<file path="src/rtl/edge_pkg.sv">
// Shared types and constants for the multi-channel edge detector.
package edge_pkg;

   typedef enum logic [1:0] {
      LOW       = 2'd0,
      PEND_HIGH = 2'd1,
      HIGH      = 2'd2,
      PEND_LOW  = 2'd3
   } edge_state_t;

   localparam logic [1:0] MODE_OFF  = 2'b00;
   localparam logic [1:0] MODE_RISE = 2'b01;
   localparam logic [1:0] MODE_FALL = 2'b10;
   localparam logic [1:0] MODE_BOTH = 2'b11;

   function automatic logic rise_enabled(input logic [1:0] m);
      return (m == MODE_RISE) || (m == MODE_BOTH);
   endfunction

   function automatic logic fall_enabled(input logic [1:0] m);
      return (m == MODE_FALL) || (m == MODE_BOTH);
   endfunction

endpackage

</file>
<file path="src/rtl/edge_channel.sv">
// One channel: synchroniser, debounce FSM, gated rise/fall ticks and sticky flag.
//
// state     | meaning
// LOW       | filtered level 0, input agrees
// PEND_HIGH | filtered level 0, counting consecutive 1 samples
// HIGH      | filtered level 1, input agrees
// PEND_LOW  | filtered level 1, counting consecutive 0 samples
module edge_channel
   import edge_pkg::*;
#(
   parameter int SYNC_STAGES     = 2,
   parameter int DEBOUNCE_CYCLES = 4
) (
   input  logic       clk,
   input  logic       rst_n,
   input  logic       level,
   input  logic [1:0] mode,
   input  logic       clr,
   output logic       level_filt,
   output logic       rise_tick,
   output logic       fall_tick,
   output logic       event_flag,
   output logic       flag_next
);

   localparam int CW = (DEBOUNCE_CYCLES > 1) ? $clog2(DEBOUNCE_CYCLES) : 1;
   localparam logic [CW-1:0] CNT_LAST = CW'(DEBOUNCE_CYCLES - 1);
   localparam logic [CW-1:0] CNT_ONE  = CW'(1);

   logic [SYNC_STAGES-1:0] sync_q;
   logic                   sample;
   logic [CW-1:0]          cnt;
   edge_state_t            state;
   logic                   rise_en;
   logic                   fall_en;

   assign sample  = sync_q[SYNC_STAGES-1];
   assign rise_en = rise_enabled(mode);
   assign fall_en = fall_enabled(mode);

   always_ff @(posedge clk or negedge rst_n) begin
      if (!rst_n) begin
         sync_q <= '0;
      end else begin
         sync_q <= {sync_q[SYNC_STAGES-2:0], level};
      end
   end

   // mode is sampled on the accepting edge, so a mode change gates that same event
   always_ff @(posedge clk or negedge rst_n) begin
      if (!rst_n) begin
         state      <= LOW;
         cnt        <= '0;
         level_filt <= 1'b0;
         rise_tick  <= 1'b0;
         fall_tick  <= 1'b0;
      end else begin
         rise_tick <= 1'b0;
         fall_tick <= 1'b0;
         case (state)
            LOW: begin
               if (sample) begin
                  if (DEBOUNCE_CYCLES == 1) begin
                     state      <= HIGH;
                     level_filt <= 1'b1;
                     rise_tick  <= rise_en;
                  end else begin
                     state <= PEND_HIGH;
                     cnt   <= CNT_ONE;
                  end
               end
            end
            PEND_HIGH: begin
               if (!sample) begin
                  state <= LOW;
                  cnt   <= '0;
               end else if (cnt == CNT_LAST) begin
                  state      <= HIGH;
                  cnt        <= '0;
                  level_filt <= 1'b1;
                  rise_tick  <= rise_en;
               end else begin
                  cnt <= cnt + CNT_ONE;
               end
            end
            HIGH: begin
               if (!sample) begin
                  if (DEBOUNCE_CYCLES == 1) begin
                     state      <= LOW;
                     level_filt <= 1'b0;
                     fall_tick  <= fall_en;
                  end else begin
                     state <= PEND_LOW;
                     cnt   <= CNT_ONE;
                  end
               end
            end
            PEND_LOW: begin
               if (sample) begin
                  state <= HIGH;
                  cnt   <= '0;
               end else if (cnt == CNT_LAST) begin
                  state      <= LOW;
                  cnt        <= '0;
                  level_filt <= 1'b0;
                  fall_tick  <= fall_en;
               end else begin
                  cnt <= cnt + CNT_ONE;
               end
            end
            default: begin
               state <= LOW;
               cnt   <= '0;
            end
         endcase
      end
   end

   // a tick arriving together with clr keeps the flag set
   assign flag_next = rise_tick | fall_tick | (event_flag & ~clr);

   always_ff @(posedge clk or negedge rst_n) begin
      if (!rst_n) begin
         event_flag <= 1'b0;
      end else begin
         event_flag <= flag_next;
      end
   end

endmodule

</file>
<file path="src/rtl/multi_edge_detector.sv">
// Multi-channel debounced edge detector with sticky flags and an interrupt summary.
module multi_edge_detector
   import edge_pkg::*;
#(
   parameter int CHANNELS        = 8,
   parameter int SYNC_STAGES     = 2,
   parameter int DEBOUNCE_CYCLES = 4
) (
   input  logic                  clk,
   input  logic                  rst_n,
   input  logic [CHANNELS-1:0]   level,
   input  logic [2*CHANNELS-1:0] mode,
   input  logic [CHANNELS-1:0]   clr,
   output logic [CHANNELS-1:0]   level_filt,
   output logic [CHANNELS-1:0]   rise_tick,
   output logic [CHANNELS-1:0]   fall_tick,
   output logic [CHANNELS-1:0]   event_flag,
   output logic                  any_event
);

   logic [CHANNELS-1:0] flag_next;

   for (genvar i = 0; i < CHANNELS; i++) begin : g_ch
      edge_channel #(
         .SYNC_STAGES    (SYNC_STAGES),
         .DEBOUNCE_CYCLES(DEBOUNCE_CYCLES)
      ) u_ch (
         .clk       (clk),
         .rst_n     (rst_n),
         .level     (level[i]),
         .mode      (mode[2*i +: 2]),
         .clr       (clr[i]),
         .level_filt(level_filt[i]),
         .rise_tick (rise_tick[i]),
         .fall_tick (fall_tick[i]),
         .event_flag(event_flag[i]),
         .flag_next (flag_next[i])
      );
   end

   // built from next-state flags so it moves on the same edge as event_flag
   always_ff @(posedge clk or negedge rst_n) begin
      if (!rst_n) begin
         any_event <= 1'b0;
      end else begin
         any_event <= |flag_next;
      end
   end

endmodule

</file>
<file path="config.mk">
export PLATFORM = sky130hd
export DESIGN_NAME = multi_edge_detector
export DESIGN_NICKNAME = d
export VERILOG_FILES = /design/src/rtl/edge_pkg.sv /design/src/rtl/edge_channel.sv /design/src/rtl/multi_edge_detector.sv
export SDC_FILE = /design/constraint.sdc
export NUM_CORES = 1
export LEC_CHECK = 0
export CAP_MARGIN = 20
export CORE_MARGIN = 2
export CORE_UTILIZATION = 42
export DETAILED_ROUTE_END_ITERATION = 10
export GPL_TIMING_DRIVEN = 0
export PLACE_DENSITY = 0.7
export RECOVER_POWER = 50
export SLEW_MARGIN = 5
export SYNTH_ARGS = -nofsm -noshare
export SYNTH_HDL_FRONTEND = slang
export SYNTH_SLANG_ARGS = --single-unit
export TNS_END_PERCENT = 100
</file>
<file path="constraint.sdc">
create_clock -name clk -period 1.2 [get_ports clk]
set_clock_uncertainty 0.05 [all_clocks]
set_input_delay 0.12 -clock clk [delete_from_list [all_inputs] [get_ports clk]]
set_output_delay 0.12 -clock clk [all_outputs]
set_load 0.005 [all_outputs]
</file>
; Word-level counts from Yosys, hierarchy flattened
; Index checks and enable logic that the tools add are counted.
[op_classes]
addsub = 8
n_eq_ne = 120
mux = 184
bitwise_logic = 32
n_reduce_logical = 57
[ops]
columns = cell, n
row1 = two-way mux 2 bit, 80
row2 = one-hot mux 2 bit (4 select lines), 16
row3 = == test 2 bit (second input constant), 40
row4 = two-way mux 1 bit, 80
row5 = inequality test 2 x 1 -> 1 bit (second input constant), 32
row6 = AND reduction 5 bit, 8
row7 = == test 2 x 1 -> 1 bit (second input constant), 16
row8 = inequality test 2 bit (second input constant), 16
row9 = AND reduction 4 bit, 8
row10 = inequality test 3 x 1 -> 1 bit (second input constant), 8
row11 = inequality test 3 bit (second input constant), 8
row12 = adder 2 x 1 -> 2 bit (second input constant), 8
row13 = zero test 2 bit, 8
row14 = logical OR 1 bit, 16
row15 = OR 1 bit, 16
row16 = one-hot mux 1 bit (2 select lines), 8
row17 = AND reduction 2 bit, 8
row18 = nonzero test 2 bit, 8
row19 = bitwise AND 1 bit, 8
row20 = NOT 1 bit, 8
row21 = OR reduction 8 bit, 1
[word_totals]
regBits = 81
inputBits = 34
out_inout_bits = 33
wordCells = 458

; Longest topological paths before layout
; Gate-level depths: netlist of run 1.
[logic_depth]
depth_word = 5
mapped_depth = 4
ltp_nobuf = 4

; Modules after synthesis
; From an unflattened synthesis of run 1, not the netlist that was laid out.
[unflattened]
cells_unflattened = 252
area_unflattened_um2 = 3154.3
[modules_own_cells]
columns = module, instances, cells_each, area_per_inst_um2, seq_area_each_um2
row1 = edge_channel, 8, 31, 389.1, 250.2
row2 = multi_edge_detector, 1, 4, 41.3, 25.0

; Least setup slack after synthesis of run 1
; OpenSTA, ideal clock, no wires.
[synth_path]
path_kind = reg-to-reg
startpoint = register g_ch[4].u_ch.fall_tick
endpoint = register any_event
setup_time_ns = 0.139
t_arrival_ns = 1.070
required_ns = 1.011
path_slack_ns = -0.059
stages_incl_launch_ff = 4
path_buffers = 0
synth_period_minus_slack_ns = 1.259
cell_sequence = dfrtp_1 -> nor2_2 -> o2111ai_1 -> or4_1
[synth_between]
elab_chain_cells = 3
[synth_lines]
columns = item, line_no
row1 = start: declaration, edge_channel.sv:21  ; output logic fall_tick,
row2 = start signal: assignment, edge_channel.sv:91  ; fall_tick <= fall_en;
row3 = start signal: assignment, edge_channel.sv:106  ; fall_tick <= fall_en;
row4 = OR 1 bit (2 in a row), edge_channel.sv:120  ; assign flag_next = rise_tick | fall_tick | (event_flag & ~clr);
row5 = OR reduction 8 bit, multi_edge_detector.sv:46  ; any_event <= |flag_next;
row6 = end signal: assignment, multi_edge_detector.sv:46
row7 = end: declaration, multi_edge_detector.sv:18  ; output logic any_event
; No other way between the ends.
; A chain may end at the register's enable or synchronous reset.

; Worst setup path after layout of run 1
[layout_path]
startpoint = register g_ch[7].u_ch.rise_tick
endpoint = register any_event
[layout_between]
elab_chain_cells = 3
[layout_lines]
columns = item, line_no
row1 = start: declaration, edge_channel.sv:20  ; output logic rise_tick,
row2 = start signal: assignment, edge_channel.sv:66  ; rise_tick <= rise_en;
row3 = start signal: assignment, edge_channel.sv:81  ; rise_tick <= rise_en;
row4 = OR 1 bit (2 in a row), edge_channel.sv:120
row5 = OR reduction 8 bit, multi_edge_detector.sv:46
; No other way between the ends.

==> impl_metrics.py, run 1 <==
metrics = {
    "yosys": {
        "postSynthAreaPerCell_um2": 11.7,
        "synthAdderAreaFrac_pct": 3.39,
        "ys_dominant_reg_cell": "sky130_fd_sc_hd__dfrtp_1",
        "main_combinational_cell_family_by_area_after_synthesis": "simple AND/OR/NAND/NOR gates",
        "simple_gate_area_share_of_the_yosys_netlist_pct": 12.0,
        "ys.warnings.count": 0,
        "synth_compound_area_share_pct": 10.4,
        "syn-cell-area_um2": 3320,
        "synthArstFlopShare_pct": 100,
        "seq_area_frac_synth_pct": 61.1,
        "ys_seq_elements": 81,
        "postSynthCellCount": 283,
        "synth_xor_xnor_area_share_pct": 2.11,
        "number_of_synthesized_flops_with_an_enable_pin": 0,
        "ys_types": 26,
        "synthMuxAreaShare_pct": 2.71,
        "synthesis.nets": 326,
    },
    "routing": {
        "drc_errors": 0,
        "viasPerCell": 4.74,
        "drt.antenna.violating_nets": 0,
        "drt_first_pass_iters": 4,
        "dr.first_iter.drc_count": 88,
        "routed_wire_length_per_instance_um": 12.4,
        "routed_wl_um": 6100,
        "via_count": 2329,
    },
    "grt": {
        "global_route.overflow_total": 0,
        "antenna_found_initial": 0,
        "wire_length_of_the_first_global_routing_pass_um": 9850,
        "track_usage_pct": 14.5,
        "grt_max_degree": 60,
        "first_global_vias": 2285,
    },
    "setup_path": {
        "worst_path_dominant_cell_family": "simple AND/OR/NAND/NOR gates",
        "critical_path_peak_fanout": 2,
        "worstSetupEndpointType": "flip-flop",
        "setup.worst_path.class": "reg2reg",
        "cp_data_arrival_time_ps": 1570,
        "crit_path_max_incr_delay_ps": 510,
        "crit_path_cell_trace": "buf_6, nor2_4, o2111ai_2, or4_1",
        "critical_path_source_type": "flip-flop",
        "worst-path-buf-inv": 1,
        "critical_path.slowest_cell": "sky130_fd_sc_hd__or4_1",
        "worst-endpoint-required_ps": 1350,
    },
    "sta": {
        "worst_pin_slew_ps": 607,
        "slew_viol_final": 0,
        "finalWorstPathRequiredPeriod_ps": 1410,
        "slew-limit-headroom_pct": 59.5,
        "grt_setup_unrepaired": "true",
        "finalHoldViolCount": 0,
        "setup_failing_eps_final": 2,
        "maxClockFrequency_mhz": 708,
        "share_of_the_clock_period_used_by_the_worst_path_after_layout_pct": 118,
        "setup_total_negative_slack_ps": -265,
        "worst_slack_ps": -213,
    },
    "final_layout": {
        "finalNetCount": 427,
        "synthToLayoutAreaGrowth_pct": 37.4,
        "final-instance-count-excl-fill": 491,
        "antennaDiodeCount": 0,
        "drive_above_1_share_pct": 36.8,
    },
    "clock_tree": {
        "clk_pin_slew_ps": 80,
        "cts-root-to-sink-buffers": 2,
        "cts_inserted_buffers": 9,
        "numClockSinks": 81,
        "worst_skew_pair.late_latency_ps": 340,
        "htree_num_levels": 3,
        "cts_tree": "done",
        "clk_root_buffer_cell": "sky130_fd_sc_hd__clkbuf_8",
    },
    "run": {
        "timing.max_cap.violations": 0,
    },
    "floorplan": {
        "dieArea_um2": 8630,
        "start_util_pct": 43.2,
        "boundaryPins": 67,
        "core_outline_area_um2": 7690,
        "core.rowCount": 32,
        "die-height_um": 92.9,
        "floorplan.die.width_um": 92.9,
    },
    "placed_design": {
        "placedCellCount": 452,
        "dpl.hpwl_um": 4000,
        "gpl.final_weighted_congestion": 0.773,
        "io_buf_count": 66,
    },
    "status": {
        "failed_checks": "setup timing",
        "outcome": "finished with violations",
    },
    "power": {
        "power_leakage_nw": 2.14,
        "powerDensity_nw_per_um2": 1800,
        "max-vdd-ir-drop_v": 0.000930,
    },
    "hold_path": {
        "hold_path_class": "in2async",
    },
}
where the power goes:
part	leakage, nW	internal [mW]	total [mW]	switching [mW]
sequential	0.992	3.32	4.01	0.681
clock	0.102	1.00	1.93	0.928
combinational	1.05	1.35	2.27	0.915
state kept, by name (all words and copies together) (netlist names), named ones only:
register / flops
g_ch.u_ch.cnt: 16
g_ch.u_ch.state: 8
g_ch.u_ch.sync_q: 16
g_ch.u_ch.fall_tick: 8
g_ch.u_ch.event_flag: 8
any_event: 1
g_ch.u_ch.rise_tick: 8
g_ch.u_ch.level_filt: 8
repair_timing:
item	4_1_cts	5_1_grt
pin swaps	1	13
gates resized for setup	144	29
hold buffers	1	0
setup endpoints to repair	43	17
hold endpoints to repair	81	0
setup buffers	16	9
final timing paths:
check	startpoint	to	slack [ps]	cells after the start
max	g_ch[7].u_ch.rise_tick	any_event	-210	4
min in group clk	mode[10]	g_ch[5].u_ch.rise_tick	260	3
max in group asynchronous	rst_n	g_ch[3].u_ch.sync_q[0]	140	3
max reg2reg	g_ch[7].u_ch.rise_tick	any_event	-210	4
min reg2reg	g_ch[3].u_ch.sync_q[0]	g_ch[3].u_ch.sync_q[1]	300	0
min	rst_n	g_ch[6].u_ch.cnt[1]	260	2
cell type report:
type                    count  area [µm²]
inverters                   7        26.3
plain buffers              31         233
multi-input cells         161        1200
repair buffers             93         746
well taps                 102         128
fillers                   659        3130
flip-flops and latches     81        2030
clock buffers              10         138
clock inverters             6        57.6
cells in the final DEF, fill, tap and decap left out, types with 6 or more instances in the layout:
| cell type | n |
|---|---|
| sky130_fd_sc_hd__buf_2 | 29 |
| sky130_fd_sc_hd__a21oi_1 | 8 |
| sky130_fd_sc_hd__buf_4 | 53 |
| sky130_fd_sc_hd__clkbuf_8 | 10 |
| sky130_fd_sc_hd__nor2_1 | 6 |
| sky130_fd_sc_hd__nand3_1 | 11 |
| sky130_fd_sc_hd__dfrtp_1 | 79 |
| sky130_fd_sc_hd__nand2_1 | 22 |
| sky130_fd_sc_hd__inv_1 | 7 |
| sky130_fd_sc_hd__clkdlybuf4s50_1 | 24 |
| sky130_fd_sc_hd__dlygate4sd3_1 | 9 |
| sky130_fd_sc_hd__o21ai_0 | 18 |
| sky130_fd_sc_hd__nor3_1 | 10 |
| sky130_fd_sc_hd__o21a_1 | 7 |
| sky130_fd_sc_hd__nand2b_1 | 9 |
cells by family (layout without fill, tap and decap cells):
group           after synthesis  in the layout
mux                           8              8
buf+inv                      41            147
flops                        81             81
compound gates               55             55
fa+ha+maj                     9              9
simple gates                 81             81
xor+xnor                      8              8
Yosys cell counts (6+ instances only):
library cell                n  area, µm²
sky130_fd_sc_hd__nand2_1   29        109
sky130_fd_sc_hd__nand2b_1   9       56.3
sky130_fd_sc_hd__a21oi_1    9       45.0
sky130_fd_sc_hd__inv_1      7       26.3
sky130_fd_sc_hd__dfrtp_1   81       2030
sky130_fd_sc_hd__nor3b_1    6       45.0
sky130_fd_sc_hd__nor3_1    10       50.1
sky130_fd_sc_hd__mux2_2     8       90.1
sky130_fd_sc_hd__buf_4     32        240
sky130_fd_sc_hd__ha_1       9        113
sky130_fd_sc_hd__o21ai_0   19       95.1
sky130_fd_sc_hd__o21a_1     7       52.6
sky130_fd_sc_hd__nand3_1   11       55.1
sky130_fd_sc_hd__nor2_1     8       30.0
routing by layer:
metal | GRT usage, % | share of wire [%]
met3 | 3.25 | 4.1
met5 | 0 | 0
met2 | 23.7 | 49
met1 | 18.4 | 45
met4 | 6.25 | 1.5
stage by stage:
| step | hold slack, ps | worst slack [ps] | cell area (µm²) | total power, mW | utilization, % |
|---|---|---|---|---|---|
| 6_report | 264 | -213 | 4560 | 8.21 | 59.3 |
| 5_1_grt | 266 | -265 | 4560 | 8.78 | 59.3 |
| 4_1_cts | 148 | -197 | 4350 | 7.84 | 56.6 |
| 3_5_place_dp | -11.9 | -346 | 4140 | 5.73 | 53.8 |
| 3_3_place_gp | 284 | -2920 | 4110 | 5.60 | 53.5 |
| 2_1_floorplan | -226 | -58.9 | 3320 | 5.06 | - |
Note: power is estimated with default switching activity, not from simulation.
==> run 2, diff against run 1 <==
- PLACE_DENSITY: 0.7 -> 0.71
- SYNTH_HIERARCHICAL: default -> 1
==> run 2 against run 1 <==
  * The run now ends clean
  * Combinational power decreased by 5%
  * Via count decreased by 7.0%
  * Cell count decreased by 7.7%
  * Global-route usage increased by 0.34 points
  * Area after synthesis decreased by 4.9%
  * Power increased by 2.5%
  * Hold slack improved by 6.4 ps
  * Sequential share of layout area increased by 2.4 points
==> impl_metrics.py, run 2 <==
metrics = {
    "yosys": {
        "ys_types": 14,
        "synthesis.nets": 302,
        "yosys.cell_count.top_type": "sky130_fd_sc_hd__dfrtp_1",
        "syn-cell-area_um2": 3150,
        "ys_dominant_reg_cell": "sky130_fd_sc_hd__dfrtp_1",
        "number_of_synthesized_flops_with_an_enable_pin": 0,
        "ys_top_cells_by_count": "sky130_fd_sc_hd__dfrtp_1, sky130_fd_sc_hd__nand2_1",
        "ys_seq_elements": 81,
        "ys.warnings.count": 6,
        "synthDominantAreaCellType": "sky130_fd_sc_hd__dfrtp_1",
        "postSynthAreaPerCell_um2": 12.5,
        "area_fraction_of_the_dominant_cell_type_after_synthesis_pct": 64.3,
        "seq_area_frac_synth_pct": 64.3,
        "netlist_top_cells_area": "sky130_fd_sc_hd__dfrtp_1, sky130_fd_sc_hd__ha_1, sky130_fd_sc_hd__nand2_1",
        "postSynthCellCount": 252,
        "synthArstFlopShare_pct": 100,
    },
    "clock_tree": {
        "clk_pin_slew_ps": 80,
        "htree_num_levels": 3,
        "cts_tree": "done",
        "numClockSinks": 81,
        "clk_root_buffer_cell": "sky130_fd_sc_hd__clkbuf_8",
        "cts_inserted_buffers": 9,
        "cts-root-to-sink-buffers": 2,
        "worst_skew_pair.late_latency_ps": 340,
    },
    "routing": {
        "drt_first_pass_iters": 4,
        "drc_errors": 0,
        "dr.first_iter.drc_count": 47,
        "routed_wl_um": 5680,
        "via_count": 2165,
        "drt.antenna.violating_nets": 0,
        "viasPerCell": 4.78,
        "routed_wire_length_per_instance_um": 12.5,
    },
    "setup_path": {
        "worstSetupEndpointType": "flip-flop",
        "cp_data_arrival_time_ps": 1350,
        "worst-endpoint-required_ps": 1360,
        "worst_reg2reg_path_length_in_cells": 4,
        "setup.worst_path.class": "reg2reg",
        "critical_path_source_type": "flip-flop",
        "critical_path_peak_fanout": 2,
    },
    "sta": {
        "setup_total_negative_slack_ps": 0,
        "share_of_the_clock_period_used_by_the_worst_path_after_layout_pct": 99.0,
        "maxClockFrequency_mhz": 842,
        "slew_viol_final": 0,
        "setup_failing_eps_final": 0,
        "finalHoldViolCount": 0,
        "slew-limit-headroom_pct": 62.1,
        "worst_pin_slew_ps": 568,
        "finalWorstPathRequiredPeriod_ps": 1190,
        "worst_slack_ps": 12.2,
        "grt_setup_unrepaired": "true",
    },
    "power": {
        "powerDensity_nw_per_um2": 1950,
        "max-vdd-ir-drop_v": 0.00120,
        "power_leakage_nw": 2.07,
    },
    "final_layout": {
        "layout_top_registers": "g_ch.u_ch/cnt x16, g_ch.u_ch/sync_q x16",
        "drive_above_1_share_pct": 18.9,
        "synthToLayoutAreaGrowth_pct": 36.9,
        "final_cell_mix": "sky130_fd_sc_hd__dfrtp_1, sky130_fd_sc_hd__nand2_1, sky130_fd_sc_hd__clkdlybuf4s50_1, sky130_fd_sc_hd__dlygate4sd2_1, sky130_fd_sc_hd__buf_4",
        "antennaDiodeCount": 0,
        "num-fill-cells": 611,
        "layout_commonest_cell": "sky130_fd_sc_hd__dfrtp_1",
        "finalNetCount": 399,
        "final_core_util_pct": 59.5,
    },
    "placed_design": {
        "io_buf_count": 66,
        "gpl.final_weighted_congestion": 0.760,
        "dpl.hpwl_um": 3980,
        "pre_cts_slack_ps": -90.4,
    },
    "floorplan": {
        "floorplan.die.width_um": 90.7,
        "core.rowCount": 31,
        "boundaryPins": 67,
        "die-height_um": 90.7,
        "core_outline_area_um2": 7250,
        "dieArea_um2": 8220,
        "start_util_pct": 43.5,
    },
    "hold_path": {
        "timing.hold.worst_path_depth": 3,
        "hold_path_class": "in2reg",
    },
    "grt": {
        "first_global_vias": 2169,
        "grt_max_degree": 43,
        "antenna_found_initial": 0,
        "track_usage_pct": 14.8,
        "wire_length_of_the_first_global_routing_pass_um": 9700,
        "global_route.overflow_total": 0,
    },
    "run": {
        "timing.max_cap.violations": 0,
    },
    "status": {
        "outcome": "finished clean",
    },
}
[run 2: cell types whose count changed in the layout (fill, tap and decap cells not counted), moves of 8 or more]
cell / change
sky130_fd_sc_hd__a21oi_1: +8
sky130_fd_sc_hd__buf_2: -29
sky130_fd_sc_hd__buf_4: -35
sky130_fd_sc_hd__clkdlybuf4s15_1: +9
sky130_fd_sc_hd__dlygate4sd2_1: +23
sky130_fd_sc_hd__ha_1: +10
sky130_fd_sc_hd__mux2i_1: +8
sky130_fd_sc_hd__nand2_1: +20
sky130_fd_sc_hd__nand2b_1: -9
sky130_fd_sc_hd__nand3_1: -11
sky130_fd_sc_hd__o21ai_0: -8
[run 2: cells by family after synthesis]
family / Yosys count / synth area share, %
flip-flops: 81 / 64.3
AND/OR/NAND/NOR: 75 / 9.72
AO/OA/AOI/OAI: 48 / 8.25
multiplexers: 16 / 6.35
adder cells (fa/ha/maj): 16 / 6.35
XOR/XNOR: 8 / 4.13
buffers and inverters: 8 / 0.952
[run 2: layout make-up]
type / instances / area [µm²] / area share [%]
clock buffer: 11 / 151 / 3.51
clock inverter: 5 / 77.6 / 1.80
inverter: 8 / 30.0 / 0.695
multi-input combinational: 163 / 1120 / 26.0
sequential: 81 / 2030 / 46.9
tap: 99 / 124 / 2.87
timing repair buffer: 86 / 788 / 18.3
[run 2: metrics by stage]
stage | cells | power [mW] | instance area [µm²] | hold WS (ps)
after global routing | 453 | 8.98 | 4320 | 267
after global placement | 417 | 5.94 | 3940 | 282
after detailed placement | 418 | 6.05 | 3960 | 91.8
after floorplan | 252 | 5.34 | 3150 | -226
final | 453 | 8.41 | 4320 | 270
after CTS | 449 | 8.46 | 4270 | 149
[run 2: repair_timing]
| action | 4_1_cts | 5_1_grt |
|---|---|---|
| endpoints found under the setup margin | 42 | 19 |
| buffers inserted | 14 | 4 |
| pin swaps | 3 | 3 |
| hold endpoints to repair | 41 | 0 |
| gates resized for setup | 42 | 25 |
| hold buffers | 1 | 0 |
[run 2: routing by layer]
layer,track usage (%),share of wire [%],wire length [µm],up-vias
met3,4.17,5.0,282,7
met1,19.3,46,2610,1036
met5,0,0,0,-
li1,-,-,-,1070
met4,5.77,1.4,81,0
met2,23.4,48,2700,52
[run 2: report_power, final]
group	switching (mW)	internal, mW
clock	0.907	1.28
sequential	0.721	3.35
combinational	0.882	1.27
[run 2: critical path, stage by stage, from the launching register on]
cell and delay [ps]:
sky130_fd_sc_hd__dfrtp_1 390, sky130_fd_sc_hd__nor2_2 150, sky130_fd_sc_hd__o21ai_2 80, sky130_fd_sc_hd__nor4_2 310, sky130_fd_sc_hd__nand2_1 90
[run 2: final timing paths]
check | endpoint | slack, ps | startpoint
hold / removal | g_ch[0].u_ch/rise_tick | 270 | mode[0]
min in group asynchronous | asynchronous set/reset pin | 290 | rst_n
max in group asynchronous | g_ch[1].u_ch/rise_tick | 140 | rst_n
setup reg to reg | any_event | 10 | g_ch[2].u_ch/rise_tick
hold reg to reg | g_ch[3].u_ch/sync_q[1] | 300 | g_ch[3].u_ch/sync_q[0]
setup / recovery | any_event | 10 | g_ch[2].u_ch/rise_tick
